File: src/rtl/mips_muldiv_unit.sv
// Iterative MIPS multiply/divide unit with HI/LO result registers.
// Shift-add multiply and restoring divide on magnitudes, sign fixup at the end.
module mips_muldiv_unit #(
    parameter int WIDTH = 32
) (
    input  logic             clk,
    input  logic             reset_n,
    input  logic             start,
    input  logic [2:0]       op,
    input  logic [WIDTH-1:0] a,
    input  logic [WIDTH-1:0] b,
    input  logic             cancel,
    output logic             busy,
    output logic             done,
    output logic [WIDTH-1:0] hi,
    output logic [WIDTH-1:0] lo
);

    localparam int CW = $clog2(WIDTH + 1);

    localparam logic [1:0] S_IDLE  = 2'd0;
    localparam logic [1:0] S_CALC  = 2'd1;
    localparam logic [1:0] S_FIXUP = 2'd2;
    localparam logic [1:0] S_DONE  = 2'd3;

    logic [1:0]         state;
    logic [WIDTH-1:0]   acc_hi;
    logic [WIDTH-1:0]   acc_lo;
    logic [WIDTH-1:0]   opnd;
    logic [CW-1:0]      cnt;
    logic               is_div;
    logic               neg_res;
    logic               neg_rem;
    logic               b_zero;

    logic               is_signed;
    logic               a_neg;
    logic               b_neg;
    logic [WIDTH-1:0]   a_mag;
    logic [WIDTH-1:0]   b_mag;
    logic               accept;
    logic [WIDTH:0]     mul_sum;
    logic [WIDTH:0]     div_sh;
    logic               div_ge;
    logic [WIDTH-1:0]   div_diff;
    logic [2*WIDTH-1:0] prod;

    // Operand magnitudes and one datapath step, shared by mult and div
    always_comb begin
        is_signed = (op == 3'd0) || (op == 3'd2);
        a_neg     = is_signed & a[WIDTH-1];
        b_neg     = is_signed & b[WIDTH-1];
        a_mag     = a_neg ? -a : a;
        b_mag     = b_neg ? -b : b;
        accept    = start && !cancel &&
                    ((state == S_IDLE) || (state == S_DONE));
        mul_sum   = {1'b0, acc_hi} +
                    {1'b0, (acc_lo[0] ? opnd : {WIDTH{1'b0}})};
        div_sh    = {acc_hi, acc_lo[WIDTH-1]};
        div_ge    = div_sh >= {1'b0, opnd};
        // Partial remainder after subtraction is below the divisor, so it fits
        div_diff  = div_sh[WIDTH-1:0] - opnd;
        prod      = {acc_hi, acc_lo};
    end

    assign busy = (state == S_CALC) || (state == S_FIXUP);

    // Control FSM, iterative datapath and HI/LO commit
    always_ff @(posedge clk or negedge reset_n) begin
        if (!reset_n) begin
            state   <= S_IDLE;
            acc_hi  <= '0;
            acc_lo  <= '0;
            opnd    <= '0;
            cnt     <= '0;
            is_div  <= 1'b0;
            neg_res <= 1'b0;
            neg_rem <= 1'b0;
            b_zero  <= 1'b0;
            done    <= 1'b0;
            hi      <= '0;
            lo      <= '0;
        end else begin
            done <= 1'b0;
            case (state)
                S_IDLE, S_DONE: begin
                    state <= S_IDLE;
                    if (accept) begin
                        case (op)
                            3'd0, 3'd1, 3'd2, 3'd3: begin
                                state   <= S_CALC;
                                cnt     <= '0;
                                is_div  <= op[1];
                                neg_res <= a_neg ^ b_neg;
                                neg_rem <= a_neg;
                                b_zero  <= (b == '0);
                                acc_hi  <= '0;
                                acc_lo  <= op[1] ? a_mag : b_mag;
                                opnd    <= op[1] ? b_mag : a_mag;
                            end
                            3'd4: begin
                                hi   <= a;
                                done <= 1'b1;
                            end
                            3'd5: begin
                                lo   <= a;
                                done <= 1'b1;
                            end
                            default: ;
                        endcase
                    end
                end
                S_CALC: begin
                    if (cancel) begin
                        state <= S_IDLE;
                    end else begin
                        if (is_div) begin
                            acc_hi <= div_ge ? div_diff : div_sh[WIDTH-1:0];
                            acc_lo <= {acc_lo[WIDTH-2:0], div_ge};
                        end else begin
                            acc_hi <= mul_sum[WIDTH:1];
                            acc_lo <= {mul_sum[0], acc_lo[WIDTH-1:1]};
                        end
                        cnt <= cnt + 1'b1;
                        if (cnt == CW'(WIDTH - 1)) begin
                            state <= S_FIXUP;
                        end
                    end
                end
                S_FIXUP: begin
                    if (cancel) begin
                        state <= S_IDLE;
                    end else begin
                        state <= S_DONE;
                        done  <= 1'b1;
                        if (is_div) begin
                            // Divide by zero leaves the all-ones quotient and hi=a
                            lo <= b_zero  ? {WIDTH{1'b1}} :
                                  neg_res ? -acc_lo : acc_lo;
                            hi <= neg_rem ? -acc_hi : acc_hi;
                        end else begin
                            {hi, lo} <= neg_res ? -prod : prod;
                        end
                    end
                end
                default: state <= S_IDLE;
            endcase
        end
    end

endmodule

File: config.mk
export PLATFORM = sky130hd
export DESIGN_NAME = mips_muldiv_unit
export DESIGN_NICKNAME = d
export VERILOG_FILES = /design/src/rtl/mips_muldiv_unit.sv
export SDC_FILE = /design/constraint.sdc
export NUM_CORES = 1
export LEC_CHECK = 0
export BUFFER_PORTS_ARGS = -buffer_cell sky130_fd_sc_hd__buf_4
export CAP_MARGIN = 40
export CELL_PAD_IN_SITES_DETAIL_PLACEMENT = 0
export CELL_PAD_IN_SITES_GLOBAL_PLACEMENT = 1
export CORE_MARGIN = 4
export CORE_UTILIZATION = 41
export CTS_BUF_LIST = sky130_fd_sc_hd__clkbuf_8 sky130_fd_sc_hd__clkbuf_16
export CTS_CLUSTER_SIZE = 8
export DETAILED_ROUTE_END_ITERATION = 12
export HOLD_SLACK_MARGIN = 0.15
export MAX_ROUTING_LAYER = met4
export PLACE_DENSITY_LB_ADDON = 0.1
export SLEW_MARGIN = 20
export SYNTH_ARGS = -nofsm -noshare
export SYNTH_HDL_FRONTEND = slang
export SYNTH_SLANG_ARGS = --single-unit
File: constraint.sdc
create_clock -name clk -period 3.13 [get_ports clk]
set_input_delay 0.626 -clock clk [delete_from_list [all_inputs] [get_ports clk]]
set_output_delay 0.626 -clock clk [all_outputs]
set_load 0.01 [all_outputs]
### After elaboration in Yosys (flattened, before gate mapping)

Cells that the tools add are included.
Widths: inputs -> output; s select.

| storage, ports and cells | value |
|---|---|
| ROM bits | 0 |
| output and inout port bits | 66 |
| word-level logic and storage cells | 102 |
| memory bits (writable) | 0 |
| memories kept | 0 |
| bits of input ports | 71 |
| register bits | 173 |
| bits in latches | 0 |

| cells by class | value |
|---|---|
| divide/modulo/power cells | 0 |
| shift-type cells | 0 |
| order comparisons | 1 |
| reduce and logical (&&, ||, !) cells | 18 |
| multipliers | 0 |
| $add $sub $neg | 8 |
| mux-type cells | 44 |
| eq/ne operators | 16 |
| bitwise gates (word level) | 3 |

Operators with widths:

| operator | count |
|---|---|
| $mux 32 | 25 |
| $pmux 32 s2 | 4 |
| $neg 32->32 | 4 |
| $mux 64 | 1 |
| $neg 64->64 | 1 |
| $add 32x32->33 | 1 |
| $ge 33x32->1 | 1 |
| $logic_not 32->1 | 1 |
| $sub 32x32->32 | 1 |
| $mux 6 | 3 |
| $pmux 6 s2 | 1 |
| $reduce_and 4->1 | 3 |
| $add 6x1->6 const B | 1 |
| $eq 3x2->1 const B | 2 |
| $eq 3x3->1 const B | 2 |
| $eq 6x5->1 const B | 1 |
| $mux 2 | 3 |
| $ne 2x1->1 const B | 3 |
| $ne 2x2->1 const B | 3 |
| $pmux 2 s3 | 1 |
| $mux 1 | 5 |
| $eq 2x2->1 const B | 2 |
| $reduce_bool 2->1 | 2 |
| $reduce_or 2->1 | 2 |
| other kinds (13) | 17 |

### Depth between registers and ports, before layout

Gate-level depths: netlist of the first run.

| logic depth | value |
|---|---|
| depth after elaboration | 8 |
| depth in mapped cells | 15 |
| gate-level depth less buffers | 14 |

### Worst setup path before layout of the first run

Ideal clock, no wire load.

| timing path | value |
|---|---|
| kind | flip-flop to flip-flop |
| start | register acc_lo[0] |
| end | register acc_hi[24] |
| arrival | 3.262 ns |
| slack | -0.258 ns |
| data required time | 3.004 ns |
| library setup time | 0.126 ns |
| buffers on the path | 2 |
| stages on the path, launching flop included | 16 |
| clock period less this slack | 3.388 ns |
| cells stage by stage | dfrtp_1 inv_1 clkbuf_1 nor2_1 ha_1 clkbuf_1 a21o_1 a21o_1 a21o_1 a221o_1 a41oi_1 o21ai_1 a21o_1 a41oi_1 xnor2_1 a221o_1 |

| between the ends | value |
|---|---|
| longest elaborated chain between the ends | 5 |

Ends and longest elaborated chain:

| what | RTL line | RTL |
|---|---|---|
| from (decl) | 28 | `logic [WIDTH-1:0] acc_lo;` |
| from (signal assigned) | 98 | `acc_lo <= op[1] ? a_mag : b_mag;` |
| from (signal assigned) | 119 | `acc_lo <= {acc_lo[WIDTH-2:0], div_ge};` |
| from (signal assigned) | 122 | `acc_lo <= {mul_sum[0], acc_lo[WIDTH-1:1]};` |
| $mux 32 | 58 | `{1'b0, (acc_lo[0] ? opnd : {WIDTH{1'b0}})};` |
| $add 32x32->33 | 57 | `mul_sum = {1'b0, acc_hi} +` |
| $mux 32 | 117 | `if (is_div) begin` |
| $mux 32 | 114 | `if (cancel) begin` |
| $pmux 32 s2 | 85 | `case (state)` |
| to (signal assigned) | 118 | `acc_hi <= div_ge ? div_diff : div_sh[WIDTH-1:0];` |
| to (signal assigned) | 121 | `acc_hi <= mul_sum[WIDTH:1];` |
| to (decl) | 27 | `logic [WIDTH-1:0] acc_hi;` |

Every way passes these cells. The select of a mux whose other input is x is not followed.
A chain may end at the register's enable or synchronous reset.

### Final worst setup path of the first run

| timing path | value |
|---|---|
| start | register acc_hi[0] |
| end | register acc_hi[24] |

| between the ends | value |
|---|---|
| longest elaborated chain between the ends | 5 |
| elaborated cells on any way between the ends | 7 |
| those cells by class | add/sub: 2; order compare: 1; mux: 4 |

Ends and longest elaborated chain:

| what | RTL line |
|---|---|
| $sub 32x32->32 or $ge 33x32->1 (tied branches) | 62, 60 |
| $mux 32 | 118 |
| $mux 32 (*) | 117 |
| $mux 32 (*) | 114 |
| $pmux 32 s2 (*) | 85 |

Mark *: on every way between the ends. The rest lies on a longest branch, timed or not. The select of a mux whose other input is x is not followed.

==> flow_summary.json, run 1 <==
{
  "cts_max_path_buffers": 2,
  "worst_ep_arrival_time_ns": 3.57,
  "place.port_buffers": 136,
  "floorplan.die.height_um": 199,
  "clock_tree_from_tritoncts": "done",
  "async_flop_share_pct": 100,
  "min-delay-path-class": "primary input to register",
  "final_hold_viol_count": 0,
  "initial_antenna_violation_count": 0,
  "grtUsageMet3_pct": 4.81,
  "fraction_of_the_yosys_area_taken_by_sequential_cells_pct": 29.0,
  "global_route.overflow_total": 0,
  "grt_busiest_layer": "met2",
  "rsz0062_at_grt": "yes",
  "antennaDiodeCount": 0,
  "critical_path.startpoint_type": "register",
  "finalSetupViolCount": 8,
  "max_freq_mhz": 310,
  "layout_cells_sized_above_1_pct": 27.1,
  "nets": 2414,
  "synth.yosys.warnings": 0,
  "grt_start_max_net_pins": 59,
  "crit_type": "register to register",
  "gp_routability_congestion": 0.929,
  "peakVddDrop_mv": 0.475,
  "p_leak_uw": 0.00902,
  "min_period_over_period_pct": 103,
  "core_area_um2": 35700,
  "nFillCells": 3452,
  "relSlewSlack_pct": 48.3,
  "drt-initial-drc-count": 1094,
  "vias_per_cell": 5.72,
  "synth-edff-count": 0,
  "path_cells": "buf_6, buf_6, fa_2, a211oi_2, nor2_2, o41ai_2, buf_4, o21ai_2, a21boi_1, buf_4, buf_6, o21bai_1, xor2_1, mux2i_1, nor2_1, a221o_1",
  "cts_htree_levels": 4,
  "max_slew.worst_pin.slew_ns": 0.767,
  "clock_sinks": 173,
  "register_area_um2": 4330,
  "report.power.total_uw": 13900,
  "finalNonFillerCells": 2744,
  "antenna_left": 0,
  "total_area_of_multi_input_combinational_cells_um2": 10400,
  "totalNegativeSetupSlack_ns": -0.265,
  "clock_latency_on_the_worst_skew_pair_ns": 0.46,
  "globalRouteTotalUtil_pct": 30.0,
  "route.vias.total": 15700,
  "setup_ws_ns": -0.0920,
  "place_hpwl_mm": 45.3,
  "grt_pass1_vias": 15500,
  "drv_cap": 0,
  "numPlacedInstances": 2677,
  "finClkSkew_ns": 0.0101,
  "die-area_um2": 39600,
  "run_status": "finished with violations",
  "firstDrtPassIters": 5,
  "root_driver": "sky130_fd_sc_hd__clkbuf_16",
  "top_level_ports": 137,
  "synth-seq-cells": 173,
  "setup.worst_path.end_class": "register",
  "route.detailed.drc": 0,
  "worst_stage_delay_on_the_critical_path_ns": 0.43,
  "critPathMaxFanout": 3,
  "drt-wirelength-per-cell_um": 21.3,
  "timing.critical_path.mode_cell": "sky130_fd_sc_hd__buf_6",
  "worst_path_required_ns": 3.48,
  "post_synth_inst_count": 1935,
  "final.min_clock_period_ns": 3.22,
  "cts-buffers-inserted": 17,
  "floorplan.die.width_um": 199,
  "first_pass_grt_wire_length_mm": 89.1,
  "violations_in_the_final_reports": "negative setup slack",
  "floorplan.initialDensity_pct": 41.8,
  "cellPowerDensity_nw_per_um2": 704,
  "synthFlopType": "sky130_fd_sc_hd__dfrtp_1",
  "mapped_avg_cell_area_um2": 7.72,
  "grt.met1_usage_pct": 40.2,
  "yosys.cell_types.count": 77,
  "flow.area_growth_from_synthesis_pct": 32.5,
  "detail_route.wirelength_mm": 58.5,
  "syn_area_um2": 14900,
  "mappedNetlistNets": 2079,
  "path_clk_slew_ns": 0.07,
  "grt_use_met2_pct": 47.8,
  "fp-row-count": 69,
  "pre_cts_ws_ns": -0.249,
  "timing_max_transition_violations_final": 0,
  "timing.critical_path.slowest_stage_cell": "sky130_fd_sc_hd__dfrtp_2"
}
logic make-up (layout without fill, tap and decap cells):
family,after synthesis,count (layout),share of synthesized area (%)
buffers and inverters,196,544,5.12
multiplexers,71,71,4.99
XOR/XNOR,172,172,10.1
AO/OA/AOI/OAI,635,635,26.1
flip-flops,173,173,29.0
AND/OR/NAND/NOR,615,615,18.6
adder cells (fa/ha/maj),73,73,6.21
final timing paths:
path                       startpoint          to  slack [ns]  cells past startpoint
setup reg to reg            acc_hi[0]  acc_hi[24]       -0.09                     16
hold reg to reg              opnd[21]    opnd[21]        0.48                      1
max in group asynchronous     reset_n   acc_lo[1]        1.66                      3
min in group asynchronous     reset_n      hi[10]        0.71                      2
hold / removal                 cancel    state[1]        0.39                      2
setup / recovery            acc_hi[0]  acc_hi[24]       -0.09                     16
cell usage in the layout, fill, tap and decap left out, types with 10 or more instances in the layout:
cell type                   netlist  layout
sky130_fd_sc_hd__nor2_1         181     172
sky130_fd_sc_hd__buf_6            2      18
sky130_fd_sc_hd__buf_12           0      10
sky130_fd_sc_hd__nand2_1        239     235
sky130_fd_sc_hd__o21bai_1        13      11
sky130_fd_sc_hd__xnor2_1        111     110
sky130_fd_sc_hd__a21o_1          47      45
sky130_fd_sc_hd__xor2_1          61      61
sky130_fd_sc_hd__nor3_1          37      34
sky130_fd_sc_hd__dfrtp_1        173     171
sky130_fd_sc_hd__clkbuf_16        0      19
sky130_fd_sc_hd__nand4_1         19      19
sky130_fd_sc_hd__nand3_1         40      38
sky130_fd_sc_hd__ha_1            71      56
sky130_fd_sc_hd__o22ai_1         34      34
sky130_fd_sc_hd__o211ai_1        12      12
sky130_fd_sc_hd__o31ai_1         24      22
sky130_fd_sc_hd__mux2i_1         43      43
sky130_fd_sc_hd__or4_1           15      15
sky130_fd_sc_hd__o41ai_1         14      11
sky130_fd_sc_hd__a31oi_1         11      11
sky130_fd_sc_hd__inv_1           67      58
sky130_fd_sc_hd__buf_4            1     408
sky130_fd_sc_hd__o21ai_2          1      11
sky130_fd_sc_hd__nand2b_1        11      10
sky130_fd_sc_hd__nor2_2           3      10
sky130_fd_sc_hd__o21ai_0        212     185
sky130_fd_sc_hd__a211oi_1        34      31
sky130_fd_sc_hd__mux2_2          28      28
sky130_fd_sc_hd__o21ai_1          8      23
sky130_fd_sc_hd__a21oi_1        155     144
registers in the layout, indices dropped and copies added, names as in the netlist:
register / flops
lo: 32
acc_hi: 32
is_div: 1
opnd: 32
done: 1
neg_rem: 1
cnt: 6
hi: 32
neg_res: 1
acc_lo: 32
state: 2
b_zero: 1
power by group:
group / total [µW] / internal, µW / switching [µW]
Sequential: 3110 / 2730 / 375
Combinational: 8610 / 4060 / 4540
Clock: 2230 / 1190 / 1040
Total: 13900 / 7980 / 5960
per-layer routing:
| metal | vias up | wire, µm |
|---|---|---|
| li1 | 7610 | - |
| met1 | 7549 | 26700 |
| met2 | 466 | 27200 |
| met3 | 71 | 3230 |
| met4 | 0 | 1330 |
| met5 | - | 0 |
worst max-delay path: cells and delay by family (launching register included):
kind | cells | cell delay [ns]
flip-flops | 1 | 0.43
adder cells (fa/ha/maj) | 1 | 0.37
buffers and inverters | 5 | 0.73
XOR/XNOR | 1 | 0.18
AND/OR/NAND/NOR | 2 | 0.15
AO/OA/AOI/OAI | 6 | 1.12
multiplexers | 1 | 0.14
what timing repair did:
action                                  4_1_cts  5_1_grt
pin swaps                                    26       71
buffers inserted                             12       19
endpoints found under the hold margin         5        0
hold buffers                                  1        0
endpoints found under the setup margin       33       58
resized for setup                            50      107
cloned                                        2        2
final cells by class:
cell class	instances	share of cell area, %
well taps	461	2.91
inverters	67	1.28
clock buffers	17	2.15
repair buffers	445	18.5
clock inverters	15	0.809
multi-input cells	1566	52.5
flip-flops and latches	173	21.9
cell usage after synthesis (all sizes together), types with 6 or more instances:
cell type	n	share of area, %
nor2b	7	0.29
mux2	28	2.1
nand4	19	0.80
or2	6	0.25
o22ai	34	1.4
nor4	13	0.59
inv	67	1.7
nor2	184	4.7
o21a	7	0.35
nand2	240	6.0
nand2b	11	0.46
o211ai	12	0.60
o31ai	25	1.3
mux2i	43	2.9
a211oi	34	1.7
a21o	47	2.4
or4	17	0.90
a22oi	8	0.40
or3	8	0.33
clkbuf	109	2.7
a221o	6	0.40
xor2	61	3.6
buf	20	0.70
ha	71	5.9
o41ai	15	0.93
nor3	37	1.2
a41oi	7	0.41
a21oi	155	5.2
a31oi	11	0.46
xnor2	111	6.5
and2	7	0.29
dfrtp	173	29
o21ai	221	7.4
nand3	40	1.3
and3	11	0.46
o21bai	13	0.65
per-stage QoR:
stage,area (µm²),hold slack [ns],util [%]
final,19800,0.387,55.4
after floorplan,15000,0.330,-
after global placement,18200,0.463,50.9
after CTS,19200,0.364,53.7
after global routing,19800,0.369,55.4
after detailed placement,18300,0.466,51.1
(Power assumes the default switching activity.)
==> inputs of run 2 (changes only) <==
RECOVER_POWER = 100   (was default)
==> run 2 against run 1 <==
Effect of this change:
- the flow finishes with violations (max-capacitance violations, negative setup slack)
- combinational power shrank 2%
- clock-buffer cell count is the same
- critical path depth is the same
- first-iteration DRC count grew 5.9%
- largest cell class unchanged
==> flow_summary.json, run 2 (synthesis results as in run 1) <==
{
  "grt_pass1_vias": 15500,
  "finClkSkew_ns": 0.0105,
  "global_route.overflow_total": 0,
  "die-area_um2": 39600,
  "critical_path.startpoint_type": "register",
  "peakVddDrop_mv": 0.477,
  "firstDrtPassIters": 5,
  "violations_in_the_final_reports": "max-capacitance violations, negative setup slack",
  "p_leak_uw": 0.00875,
  "crit_type": "register to register",
  "final_cell_mix": "sky130_fd_sc_hd__buf_4, sky130_fd_sc_hd__nand2_1, sky130_fd_sc_hd__o21ai_0, sky130_fd_sc_hd__nor2_1, sky130_fd_sc_hd__dfrtp_1",
  "top_level_ports": 137,
  "flow.area_growth_from_synthesis_pct": 30.5,
  "nFillCells": 3515,
  "final_hold_viol_count": 0,
  "layout_cells_sized_above_1_pct": 24.2,
  "gp_routability_congestion": 0.929,
  "path_clk_slew_ns": 0.07,
  "antenna_left": 0,
  "drt-wirelength-per-cell_um": 21.3,
  "setup_ws_ns": -0.0649,
  "rsz0062_at_grt": "yes",
  "hold_path_depth": 2,
  "drv_cap": 1,
  "min_to": "state[1]",
  "worst_path_required_ns": 3.48,
  "cts-buffers-inserted": 17,
  "min-delay-path-class": "primary input to register",
  "timing.critical_path.mode_cell": "sky130_fd_sc_hd__buf_6",
  "clock_sinks": 173,
  "finalSetupViolCount": 5,
  "clock_tree_from_tritoncts": "done",
  "max_slew.worst_pin.slew_ns": 1.50,
  "grt_start_max_net_pins": 59,
  "route.detailed.drc": 0,
  "reg2reg_to": "acc_hi[24]",
  "drt-initial-drc-count": 1159,
  "clock_latency_on_the_worst_skew_pair_ns": 0.47,
  "max_freq_mhz": 313,
  "cts_htree_levels": 4,
  "relSlewSlack_pct": 0.0440,
  "run_status": "finished with violations",
  "totalNegativeSetupSlack_ns": -0.227,
  "place_hpwl_mm": 45.3,
  "vias_per_cell": 5.73,
  "route.vias.total": 15700,
  "rr_startpoint": "acc_hi[0]",
  "place.port_buffers": 136,
  "fp-row-count": 69,
  "first_pass_grt_wire_length_mm": 89.1,
  "initial_antenna_violation_count": 0,
  "timing.critical_path.slowest_stage_cell": "sky130_fd_sc_hd__dfrtp_2",
  "root_driver": "sky130_fd_sc_hd__clkbuf_16",
  "most_common_cell_after_layout_fill_and_taps_aside": "sky130_fd_sc_hd__buf_4",
  "worst_ep_arrival_time_ns": 3.55,
  "hold_path.startpoint": "cancel",
  "cts_max_path_buffers": 2,
  "floorplan.initialDensity_pct": 41.8,
  "floorplan.die.width_um": 199,
  "floorplan.die.height_um": 199,
  "ff2ff_path_depth": 16,
  "globalRouteTotalUtil_pct": 30.0,
  "worst_stage_delay_on_the_critical_path_ns": 0.43,
  "core_area_um2": 35700,
  "critPathMaxFanout": 3,
  "path_cells": "buf_6, buf_6, fa_2, a211oi_2, nor2_2, o41ai_2, buf_4, o21ai_2, a21boi_1, buf_4, buf_6, o21bai_1, xor2_1, mux2i_1, nor2_1, a221o_1",
  "nets": 2414,
  "timing_max_transition_violations_final": 0,
  "hold_ws_ns": 0.374,
  "share_of_the_core_filled_with_cells_pct": 54.6,
  "min_period_over_period_pct": 102,
  "cellPowerDensity_nw_per_um2": 707,
  "detail_route.wirelength_mm": 58.6,
  "final.min_clock_period_ns": 3.19,
  "regToRegSetupSlack_ns": -0.06,
  "setup.worst_path.end_class": "register"
}
run 2: cell types whose count changed in the layout (fill, tap and decap cells not counted), moves of 2 or more:
cell,delta
sky130_fd_sc_hd__clkbuf_2,+4
sky130_fd_sc_hd__buf_4,-68
sky130_fd_sc_hd__clkbuf_1,+65
sky130_fd_sc_hd__buf_12,-2
sky130_fd_sc_hd__clkbuf_4,+2
run 2: stage by stage:
stage	std cells	worst slack, ns	total power [µW]	cell area (µm²)
floorplan	1935	-0.0136	7460	15000
global placement	2673	-0.267	10700	18200
detailed placement	2677	-0.249	10700	18300
CTS	2724	-0.0492	13300	19200
global route	2744	-0.197	14700	19500
finish	2745	-0.0649	13800	19500
run 2: worst max-delay path by stage:
stage,cells after the start,slack [ns],from,end
2_1_floorplan,15,-0.01,acc_lo[0],acc_hi[24]
3_3_place_gp,14,-0.27,acc_lo[0],acc_hi[31]
3_5_place_dp,14,-0.25,acc_lo[0],acc_hi[31]
4_1_cts,17,-0.05,acc_hi[0],acc_hi[1]
5_1_grt,16,-0.20,acc_hi[0],acc_hi[24]
6_report,16,-0.06,acc_hi[0],acc_hi[24]
run 2: what timing repair did:
| action | CTS | global route |
|---|---|---|
| endpoints found under the hold margin | 5 | 0 |
| buffers inserted | 12 | 19 |
| gates cloned | 2 | 2 |
| hold buffers | 1 | 0 |
| pin swaps | 26 | 71 |
| gates resized for setup | 50 | 107 |
| endpoints found under the setup margin | 33 | 58 |
run 2: where the power goes:
part / total [µW] / switching, µW / internal, µW
Combinational: 8450 / 4540 / 3910
Clock: 2240 / 1050 / 1190
Sequential: 3100 / 370 / 2730
Total: 13800 / 5960 / 7830
run 2: area by class of cell:
| class | count | area (µm²) | area share [%] |
|---|---|---|---|
| Antenna cell | 1 | 2.50 | 0.0128 |
| Clock buffer | 17 | 425 | 2.18 |
| Clock inverter | 15 | 160 | 0.821 |
| Inverter | 67 | 254 | 1.30 |
| Multi-Input combinational cell | 1566 | 10400 | 53.2 |
| Sequential cell | 173 | 4330 | 22.2 |
| Tap cell | 461 | 577 | 2.96 |
| Timing Repair Buffer | 445 | 3370 | 17.3 |
run 2: critical path, delay by kind of cell (launching register included):
family	cells	cell delay, ns
AO/OA/AOI/OAI	6	1.10
XOR/XNOR	1	0.18
adder cells (fa/ha/maj)	1	0.37
buffers and inverters	5	0.72
flip-flops	1	0.43
multiplexers	1	0.14
AND/OR/NAND/NOR	2	0.15
run 2: per-layer routing:
layer | GRT usage [%] | vias up | share of wire, % | wire [µm]
met3 | 4.81 | 73 | 5.2 | 3030
met2 | 47.8 | 429 | 46 | 27100
met4 | 7.65 | 0 | 2.3 | 1340
met1 | 40.2 | 7605 | 46 | 27100
li1 | - | 7620 | - | -
met5 | - | - | 0 | 0
